$ cat src/rtl/max31855_monitor.sv
// ---------------------------------------------------------------------------
// max31855_monitor
//
// Sits downstream of the MAX31855 SPI reader. Schedules periodic READ
// requests, captures each completed conversion, screens the reader fault
// bits, keeps a moving average of the 14-bit thermocouple temperature and
// raises an over-temperature alarm with hysteresis.
//
// Ports:
//   SYSCLK          in   system clock, rising edge
//   RESET           in   asynchronous active-high reset
//   ENABLE          in   run enable; low stops new requests
//   READ            out  one-cycle request pulse to the reader
//   BUSY_FLAG       in   reader busy; falling edge marks data valid
//   STATUS_FAULT    in   [2:0] reader fault bits
//   TEMPERATURE_TC  in   [13:0] signed temperature, 0.25 degC/LSB
//   TEMP_AVG        out  [13:0] signed moving average, 0.25 degC/LSB
//   AVG_VALID       out  averaging window full since reset/flush
//   SAMPLE_STROBE   out  one-cycle pulse when TEMP_AVG updates
//   OVER_TEMP       out  over-temperature alarm
//   FAULT_LATCHED   out  sticky fault indicator
//   FAULT_CODE      out  [2:0] fault bits of the sample that latched
//   FAULT_CLEAR     in   clears FAULT_LATCHED, FAULT_CODE, TIMEOUT_ERR
//   TIMEOUT_ERR     out  sticky reader transaction timeout
// ---------------------------------------------------------------------------
module max31855_monitor #(
    parameter int SAMPLE_PERIOD = 2500000,
    parameter int AVG_LOG2      = 3,
    parameter int HI_LIMIT      = 400,
    parameter int HYST          = 8,
    parameter int FAULT_LIMIT   = 3,
    parameter int BUSY_TIMEOUT  = 4096
) (
    input  logic        SYSCLK,
    input  logic        RESET,
    input  logic        ENABLE,
    output logic        READ,
    input  logic        BUSY_FLAG,
    input  logic [2:0]  STATUS_FAULT,
    input  logic [13:0] TEMPERATURE_TC,
    output logic [13:0] TEMP_AVG,
    output logic        AVG_VALID,
    output logic        SAMPLE_STROBE,
    output logic        OVER_TEMP,
    output logic        FAULT_LATCHED,
    output logic [2:0]  FAULT_CODE,
    input  logic        FAULT_CLEAR,
    output logic        TIMEOUT_ERR
);

    localparam int WINDOW = 1 << AVG_LOG2;
    localparam int SW     = 14 + AVG_LOG2;
    localparam int PW     = $clog2(SAMPLE_PERIOD + 1);
    localparam int TW     = $clog2(BUSY_TIMEOUT + 17);

    localparam logic [PW-1:0]       PERIOD_RELOAD = PW'(SAMPLE_PERIOD - 1);
    localparam logic [TW-1:0]       BUSY_LAST     = TW'(BUSY_TIMEOUT - 1);
    localparam logic [TW-1:0]       START_LAST    = TW'(15);
    localparam logic [AVG_LOG2:0]   FILL_FULL     = (AVG_LOG2 + 1)'(WINDOW);
    localparam logic [AVG_LOG2:0]   FILL_ONE      = (AVG_LOG2 + 1)'(1);
    localparam logic [AVG_LOG2-1:0] PTR_ONE       = AVG_LOG2'(1);
    localparam logic [3:0]          FAULT_LIM     = 4'(FAULT_LIMIT);
    localparam logic signed [13:0]  ALARM_SET     = 14'(HI_LIMIT);
    localparam logic signed [13:0]  ALARM_REL     = 14'(HI_LIMIT - HYST);

    typedef enum logic [2:0] {
        IDLE,
        REQUEST,
        WAIT_BUSY,
        WAIT_DONE,
        CAPTURE
    } state_t;

    state_t               state;
    logic [PW-1:0]        period_cnt;
    logic [TW-1:0]        wait_cnt;
    logic                 busy_q;
    logic                 busy_fall;
    logic signed [13:0]   cap_temp;
    logic [2:0]           cap_fault;

    logic signed [13:0]   sample_buf [WINDOW];
    logic [AVG_LOG2-1:0]  wr_ptr;
    logic [AVG_LOG2:0]    fill;
    logic [AVG_LOG2:0]    fill_next;
    logic signed [SW-1:0] sum;
    logic signed [SW-1:0] new_sum;
    logic signed [13:0]   oldest;
    logic signed [13:0]   avg_next;
    logic signed [13:0]   avg_now;
    logic [3:0]           fault_cnt;
    logic [3:0]           fault_next;
    logic                 sample_good;

    assign busy_fall   = busy_q & ~BUSY_FLAG;
    assign sample_good = (cap_fault == 3'b000);
    assign avg_now     = TEMP_AVG;

    // Request/handshake sequencer. The period counter runs down on its own
    // so the READ spacing is measured from the previous READ, not from the
    // end of the previous transaction.
    always_ff @(posedge SYSCLK or posedge RESET) begin
        if (RESET) begin
            state       <= IDLE;
            READ        <= 1'b0;
            period_cnt  <= '0;
            wait_cnt    <= '0;
            busy_q      <= 1'b0;
            cap_temp    <= '0;
            cap_fault   <= '0;
            TIMEOUT_ERR <= 1'b0;
        end else begin
            busy_q <= BUSY_FLAG;
            READ   <= 1'b0;
            if (period_cnt != '0) begin
                period_cnt <= period_cnt - PW'(1);
            end
            // A timeout raised below in the same cycle overrides the clear.
            if (FAULT_CLEAR) begin
                TIMEOUT_ERR <= 1'b0;
            end
            case (state)
                IDLE: begin
                    if (ENABLE && !BUSY_FLAG && period_cnt == '0) begin
                        state      <= REQUEST;
                        READ       <= 1'b1;
                        period_cnt <= PERIOD_RELOAD;
                    end
                end
                REQUEST: begin
                    state    <= WAIT_BUSY;
                    wait_cnt <= '0;
                end
                WAIT_BUSY: begin
                    if (BUSY_FLAG) begin
                        state    <= WAIT_DONE;
                        wait_cnt <= '0;
                    end else if (wait_cnt == START_LAST) begin
                        TIMEOUT_ERR <= 1'b1;
                        state       <= IDLE;
                    end else begin
                        wait_cnt <= wait_cnt + TW'(1);
                    end
                end
                WAIT_DONE: begin
                    if (busy_fall) begin
                        cap_temp  <= TEMPERATURE_TC;
                        cap_fault <= STATUS_FAULT;
                        state     <= CAPTURE;
                    end else if (BUSY_FLAG) begin
                        if (wait_cnt == BUSY_LAST) begin
                            TIMEOUT_ERR <= 1'b1;
                            state       <= IDLE;
                        end else begin
                            wait_cnt <= wait_cnt + TW'(1);
                        end
                    end
                end
                CAPTURE: begin
                    state <= IDLE;
                end
                default: begin
                    state <= IDLE;
                end
            endcase
        end
    end

    // Until the window has filled, the slot being overwritten holds no real
    // sample, so it contributes zero to the running sum.
    always_comb begin
        oldest = '0;
        if (fill == FILL_FULL) begin
            oldest = sample_buf[wr_ptr];
        end
        new_sum    = sum + {{AVG_LOG2{cap_temp[13]}}, cap_temp}
                         - {{AVG_LOG2{oldest[13]}}, oldest};
        avg_next   = 14'(new_sum >>> AVG_LOG2);
        fill_next  = (fill == FILL_FULL) ? fill : fill + FILL_ONE;
        fault_next = (fault_cnt == 4'hF) ? fault_cnt : fault_cnt + 4'd1;
    end

    // Sample processing, fault screening and alarm. The alarm is evaluated
    // the cycle after SAMPLE_STROBE, using the freshly registered average.
    always_ff @(posedge SYSCLK or posedge RESET) begin
        if (RESET) begin
            for (int i = 0; i < WINDOW; i++) begin
                sample_buf[i] <= '0;
            end
            wr_ptr        <= '0;
            fill          <= '0;
            sum           <= '0;
            fault_cnt     <= '0;
            TEMP_AVG      <= '0;
            AVG_VALID     <= 1'b0;
            SAMPLE_STROBE <= 1'b0;
            OVER_TEMP     <= 1'b0;
            FAULT_LATCHED <= 1'b0;
            FAULT_CODE    <= '0;
        end else begin
            SAMPLE_STROBE <= 1'b0;
            if (FAULT_CLEAR) begin
                FAULT_LATCHED <= 1'b0;
                FAULT_CODE    <= '0;
            end
            if (SAMPLE_STROBE) begin
                if (AVG_VALID && avg_now >= ALARM_SET) begin
                    OVER_TEMP <= 1'b1;
                end else if (!AVG_VALID || avg_now < ALARM_REL) begin
                    OVER_TEMP <= 1'b0;
                end
            end
            if (state == CAPTURE) begin
                if (sample_good) begin
                    fault_cnt          <= '0;
                    sample_buf[wr_ptr] <= cap_temp;
                    wr_ptr             <= wr_ptr + PTR_ONE;
                    fill               <= fill_next;
                    sum                <= new_sum;
                    TEMP_AVG           <= avg_next;
                    SAMPLE_STROBE      <= 1'b1;
                    AVG_VALID          <= (fill_next == FILL_FULL);
                end else begin
                    fault_cnt <= fault_next;
                    // Once latched, later faults only advance the counter.
                    if (!FAULT_LATCHED && fault_next >= FAULT_LIM) begin
                        FAULT_LATCHED <= 1'b1;
                        FAULT_CODE    <= cap_fault;
                        wr_ptr        <= '0;
                        fill          <= '0;
                        sum           <= '0;
                        TEMP_AVG      <= '0;
                        AVG_VALID     <= 1'b0;
                        OVER_TEMP     <= 1'b0;
                    end
                end
            end
        end
    end

endmodule

$ cat config.mk
export PLATFORM = sky130hd
export DESIGN_NAME = max31855_monitor
export DESIGN_NICKNAME = d
export VERILOG_FILES = /design/src/rtl/max31855_monitor.sv
export SDC_FILE = /design/constraint.sdc
export NUM_CORES = 1
export LEC_CHECK = 0
export BUFFER_PORTS_ARGS = -buffer_cell sky130_fd_sc_hd__buf_2
export CAP_MARGIN = 10
export CORE_UTILIZATION = 38
export DETAILED_ROUTE_END_ITERATION = 8
export PLACE_DENSITY = 0.57
export SYNTH_ARGS = -nofsm -noshare
export SYNTH_HDL_FRONTEND = slang
export SYNTH_SLANG_ARGS = --single-unit
$ cat constraint.sdc
create_clock -name SYSCLK -period 6.3 [get_ports SYSCLK]
set_input_delay 1.26 -clock SYSCLK [delete_from_list [all_inputs] [get_ports SYSCLK]]
set_output_delay 1.26 -clock SYSCLK [all_outputs]
set_load 0.03 [all_outputs]
==> flow_metrics.py, run 1 <==
metrics = {
    "cts": {
        "post-cts-setup-buffers": 0,
        "cts_buffers": 23,
        "tritoncts": "yes",
        "path_clk_slew_ns": 0.06,
        "clockRootBuffer": "clkbuf_16",
        "cts_resized": 0,
        "clock_latency_ns": 0.51,
        "clock_sinks": 205,
        "clockBufferDepth": 3,
        "cts_hold_buf": 0,
        "htreeDepth": 1,
    },
    "floorplanning": {
        "rows": 60,
        "die_h_um": 168,
        "initial_utilization": 0.389,
        "ios": 45,
        "die_w_um": 168,
        "dieArea_um2": 28300,
        "core_um2": 27000,
    },
    "global_route": {
        "grt_pass1_wl_um": 38900,
        "grt_pass1_vias": 7064,
        "grt_max_degree": 150,
        "grt_usage": 0.172,
        "grt_remaining_overflow": 0,
        "antenna_found_initial": 1,
    },
    "power": {
        "power.static_leakage_nw": 5.46,
        "peakVddDrop_mv": 0.221,
        "p_per_area_nw_per_um2": 407,
    },
    "routing": {
        "drt_first_pass_iters": 5,
        "avgViaCountPerCell": 5.24,
        "drt-wirelength-per-cell_um": 17.4,
        "route.vias.total": 7092,
        "post-route-drc-count": 0,
        "drtIter0Drc": 416,
        "ant_nets": 0,
        "wl_um": 23500,
    },
    "yosys": {
        "seq_area_frac_synth": 0.488,
        "syn_inst": 964,
        "synth_warnings": 0,
        "synth_top_family_by_area": "multiplexers",
        "netlist.area_leader.share": 0.488,
        "ys_ff_latch": 205,
        "postSynthAreaPerCell_um2": 10.9,
        "async_flop_share": 1.00,
        "synth_simple_gate_area_share": 0.127,
        "syn_area_um2": 10500,
        "synth_edf_count": 0,
        "synthXorXnorAreaFrac": 0.0350,
        "synth_area_leaders": "dfrtp_1, mux2_2, mux4_2",
        "synth_compound_area_frac": 0.0940,
        "synthMuxAreaShare": 0.144,
        "synth_largest_area_cell": "dfrtp_1",
        "synthAdderAreaFrac": 0.0590,
        "ys_types": 66,
        "syn_nets": 1026,
        "ys.flop_type": "dfrtp_1",
    },
    "placed_design": {
        "gp_congestion": 0.832,
        "place_inst": 1314,
        "io_buffers": 44,
        "hpwl_um": 15800,
    },
    "setup_path": {
        "end_kind": "register",
        "cp_cell_sequence": "buf_4 > mux4_2 > mux2i_1 > nor2_1 > fa_1 > inv_1 > ha_1 > a21oi_1 > and3_1 > a41o_1 > or2_2 > o31ai_1 > xnor2_1 > o21ai_0",
        "startpoint_type": "register",
        "path_class": "register to register",
        "cpMaxStageDelayCell": "dfrtp_2",
        "critical_path.max_fanout": 21,
        "required_ns": 6.66,
        "cp.arrival_ns": 4.70,
        "crit_buf_inv": 2,
        "cp_slowest_stage_delay_ns": 0.77,
        "cpLargestDelayFamily": "adder cells",
    },
    "run": {
        "drv_cap": 0,
    },
    "finish": {
        "stdcell_count": 1354,
        "syn_to_final_growth_pct": 13.1,
        "drive_gt1_frac": 0.211,
        "nets": 1060,
    },
    "timing": {
        "min_period_ns": 4.35,
        "setup_viol": 0,
        "slew_viol_final": 0,
        "finalHoldViolCount": 0,
        "relSlewSlack": 0.404,
        "skew_ns": 0.00905,
        "rsz0062_at_grt": "false",
        "setup_tns_ns": 0,
        "fin_crit_sh": 0.690,
        "fmax_mhz": 230,
        "worst_slew_pin_slew_ns": 0.890,
    },
    "outcome": {
        "status": "complete, no violations",
    },
    "worst_hold_path": {
        "hold_class": "register to register",
    },
}
metrics by stage:
stage          hold WS (ns)  cell area, µm²  power (mW)  setup WS [ns]  utilization
2_1_floorplan         0.443           10500        3.00           1.99            -
3_3_place_gp          0.459           11100        3.40           2.02        0.410
3_5_place_dp          0.462           11100        3.41           1.97        0.410
4_1_cts               0.478           11900        4.87           1.96        0.440
5_1_grt               0.494           11900        5.17           1.70        0.440
6_report              0.478           11900        4.84           1.95        0.440
tightest hold or removal path, delay by kind of cell (launching register included):
| family | cells | cell delay (ns) |
|---|---|---|
| AO/OA/AOI/OAI | 1 | 0.06 |
| flip-flops | 1 | 0.34 |
| AND/OR/NAND/NOR | 1 | 0.05 |
per-layer routing:
layer	up-vias	wire (µm)	GRT usage
met4	0	437	0.0451
li1	3395	-	-
met3	34	998	0.0247
met2	139	10600	0.266
met1	3524	11500	0.252
met5	-	0	0
where the power goes:
part | internal (mW) | switching [mW] | total, mW
sequential | 1.46 | 0.182 | 1.64
combinational | 0.718 | 1.04 | 1.76
clock | 0.908 | 0.536 | 1.44
total | 3.08 | 1.76 | 4.84
sequential cells by signal, indices dropped and copies added, names as in the netlist, 3 cells and up:
signal	flops
FAULT_CODE	3
TEMP_AVG	14
cap_fault	3
cap_temp	14
fault_cnt	4
fill	4
period_cnt	22
sample_buf	112
state	3
sum	3
wait_cnt	13
wr_ptr	3
worst paths after layout:
check                                from        endpoint  slack (ns)  depth (start not counted)
setup / recovery                wr_ptr[0]    TEMP_AVG[10]        1.95                         14
hold / removal             sample_buf[34]  sample_buf[34]        0.48                          2
setup reg to reg                wr_ptr[0]    TEMP_AVG[10]        1.95                         14
hold reg to reg            sample_buf[34]  sample_buf[34]        0.48                          2
max in group asynchronous           RESET   sample_buf[7]        4.70                          3
min in group asynchronous           RESET    fault_cnt[0]        0.99                          3
placed cells by master, fill, tap and decap left out, types with 23 or more instances in the layout:
cell       Yosys  layout
dfrtp_1      205     203
nand2_1      124     124
o21ai_0      102     102
inv_1         76      75
mux2_2        65      65
nor2_1        50      50
buf_2          6      44
mux4_2        28      28
ha_1          24      24
clkbuf_16      0      23
logic make-up after synthesis:
kind of cell / after synthesis
xor gates and xnor gates: 42
AOI/OAI and AO/OA: 170
adders and majority gates: 40
muxes: 108
buffers and inverters: 129
DFF: 205
and+or+nand+nor: 270
synthesized netlist by cell type (4+ instances only):
cell        n
fa_1       16
dfrtp_1   205
a21oi_1    20
mux2i_1    14
mux4_2     28
xor2_1     22
mux2_2     65
and3_1      5
a31oi_1     4
nand2_1   124
o31ai_1     9
nor3_1      9
nor4_1      8
or3_1       5
o21ai_0   102
buf_4      15
a22o_1      4
nand3_1    22
a21o_1      8
ha_1       24
buf_2       6
and2_1      5
inv_1      76
nand2b_1    5
nor2_1     50
xnor2_1    20
nand4_1     5
clkbuf_1   27
final cells by class:
class,count,area [µm²]
flip-flops and latches,205,5130
multi-input cells,630,4870
clock buffers,29,628
clock inverters,10,185
diodes,1,2.50
fillers,2536,15100
inverters,77,293
repair buffers,61,360
well taps,341,427
(Power assumes the default switching activity.)
==> run 2, diff against run 1 <==
PLACE_DENSITY = 0.55   (was 0.57)
clock period = 4.35 ns   (was 6.3 ns; I/O delays follow)
==> run 2 against run 1 <==
Sequential cell count stayed put. Die area stayed put. Clock power rose by 53%. Worst hold slack got worse by 0.062 ns. Non-clock buffer count increased by 5. Routed wire length decreased by 0.40%. Global-route usage increased by 0.18 points. Worst setup slack worse by 1.7 ns. Combinational power increased by 47%. First-iteration DRC count decreased by 10%. Sequential share of layout area decreased by 0.48 points. Via count is 0.41% lower. Largest power group unchanged. Highest routed layer unchanged.
==> flow_metrics.py, run 2 (synthesis results as in run 1) <==
metrics = {
    "outcome": {
        "status": "complete, no violations",
    },
    "cts": {
        "clock_latency_ns": 0.52,
        "cts_buffers": 25,
        "path_clk_slew_ns": 0.06,
        "cts_hold_buf": 0,
        "htreeDepth": 1,
        "post-cts-setup-buffers": 0,
        "clock_sinks": 205,
        "clockRootBuffer": "clkbuf_16",
        "clockBufferDepth": 3,
        "tritoncts": "yes",
    },
    "setup_path": {
        "rrSetupSlack_ns": 0.25,
        "cp_slowest_stage_delay_ns": 0.65,
        "path_class": "register to register",
        "timing.critical_path.from": "wr_ptr[2]",
        "cpMaxStageDelayCell": "dfrtp_2",
        "required_ns": 4.74,
        "crit_buf_inv": 2,
        "reg2reg_depth": 14,
        "r2r_end": "TEMP_AVG[10]",
        "r2r_start": "wr_ptr[2]",
        "cp_cell_sequence": "buf_12 > mux4_2 > mux2i_1 > nor2_1 > fa_1 > inv_1 > ha_1 > a21oi_1 > and3_1 > a41o_1 > or2_2 > o31ai_1 > xnor2_1 > o21ai_0",
        "worst-path-stages": 14,
        "critical_path.max_fanout": 24,
        "startpoint_type": "register",
        "cp.arrival_ns": 4.49,
        "endpoint": "TEMP_AVG[10]",
        "cpLargestDelayFamily": "adder cells",
        "end_kind": "register",
    },
    "routing": {
        "drtIter0Drc": 374,
        "avgViaCountPerCell": 5.17,
        "ant_nets": 0,
        "drt_first_pass_iters": 5,
        "drt-wirelength-per-cell_um": 17.2,
        "post-route-drc-count": 0,
        "route.vias.total": 7063,
        "wl_um": 23500,
    },
    "timing": {
        "slew_viol_final": 0,
        "worst_slew_pin_slew_ns": 0.882,
        "skew_ns": 0.0175,
        "relSlewSlack": 0.410,
        "setup_viol": 0,
        "fin_crit_sh": 0.943,
        "min_period_ns": 4.10,
        "finalHoldViolCount": 0,
        "setup_tns_ns": 0,
        "fmax_mhz": 244,
        "rsz0062_at_grt": "false",
        "setup_ws_ns": 0.249,
    },
    "finish": {
        "final_common_cell": "dfrtp_1",
        "final_cell_mix": "dfrtp_1, nand2_1, o21ai_0",
        "largest_register": "sample_buf",
        "largest_reg_flops": 112,
        "drive_gt1_frac": 0.221,
        "fillers": 2587,
        "antenna_cells": 0,
        "syn_to_final_growth_pct": 14.5,
        "nets": 1067,
        "largestRegisters": "sample_buf x112, period_cnt x22",
    },
    "floorplanning": {
        "initial_utilization": 0.389,
        "rows": 60,
        "dieArea_um2": 28300,
        "die_h_um": 168,
        "core_um2": 27000,
        "die_w_um": 168,
        "ios": 45,
    },
    "global_route": {
        "antenna_found_initial": 0,
        "grt_usage": 0.174,
        "grt_pass1_vias": 7241,
        "grt_pass1_wl_um": 39300,
        "grt_remaining_overflow": 0,
        "grt_max_degree": 83,
    },
    "power": {
        "peakVddDrop_mv": 0.303,
        "p_per_area_nw_per_um2": 596,
        "power.static_leakage_nw": 5.54,
        "power_mw": 7.17,
    },
    "placed_design": {
        "io_buffers": 44,
        "hpwl_um": 16000,
        "gp_congestion": 0.798,
        "pre_cts_slack_ns": 0.218,
    },
    "worst_hold_path": {
        "hold_class": "input pin to asynchronous set/reset pin",
    },
    "run": {
        "drv_cap": 0,
    },
}
## run 2: cell count changes in the layout (fill, tap and decap cells not counted), moves of 2 or more
cell	delta
buf_4	+3
clkbuf_8	+3
buf_12	+2
clkinv_2	+4
clkbuf_16	+2
## run 2: area by class of cell
cell class	count	area (µm²)	area share
sequential	205	5130	0.427
multi-input combinational	630	4870	0.404
clock buffer	34	719	0.0598
tap	341	427	0.0355
timing repair buffer	66	423	0.0351
inverter	77	293	0.0243
clock inverter	12	170	0.0141
## run 2: repair_timing
action	4_1_cts	5_1_grt
gates resized for setup	0	1
endpoints found under the hold margin	0	0
setup endpoints to repair	0	1
## run 2: through the flow
step                      hold slack [ns]  std cells  cell area, µm²   util
after floorplan                     0.443        964           10500      -
after global placement              0.458       1319           11100  0.412
after detailed placement            0.465       1319           11100  0.412
after CTS                           0.415       1365           12000  0.445
after global routing                0.450       1365           12000  0.445
final                               0.417       1365           12000  0.445
## run 2: worst min-delay path by stage
stage                      to  slack, ns           start  cells after the start
2_1_floorplan  period_cnt[11]       0.44  period_cnt[11]                      1
3_3_place_gp   sample_buf[33]       0.46  sample_buf[33]                      2
3_5_place_dp   period_cnt[19]       0.47  period_cnt[19]                      1
4_1_cts         period_cnt[9]       0.41           RESET                      2
5_1_grt          TEMP_AVG[12]       0.45           RESET                      2
6_report        period_cnt[7]       0.42           RESET                      2
## run 2: layer usage
layer | part of all wire | vias to the layer above | global-route usage
met1 | 0.50 | 3513 | 0.256
met2 | 0.45 | 107 | 0.272
met3 | 0.032 | 34 | 0.0228
met4 | 0.020 | 0 | 0.0399
li1 | - | 3409 | -
met5 | 0 | - | 0
## run 2: where the power goes
group	switching [mW]	total, mW	internal [mW]	leakage (nW)
clock	0.817	2.21	1.40	0.445
combinational	1.52	2.59	1.07	2.34
sequential	0.254	2.37	2.11	2.75
total	2.59	7.17	4.58	5.54
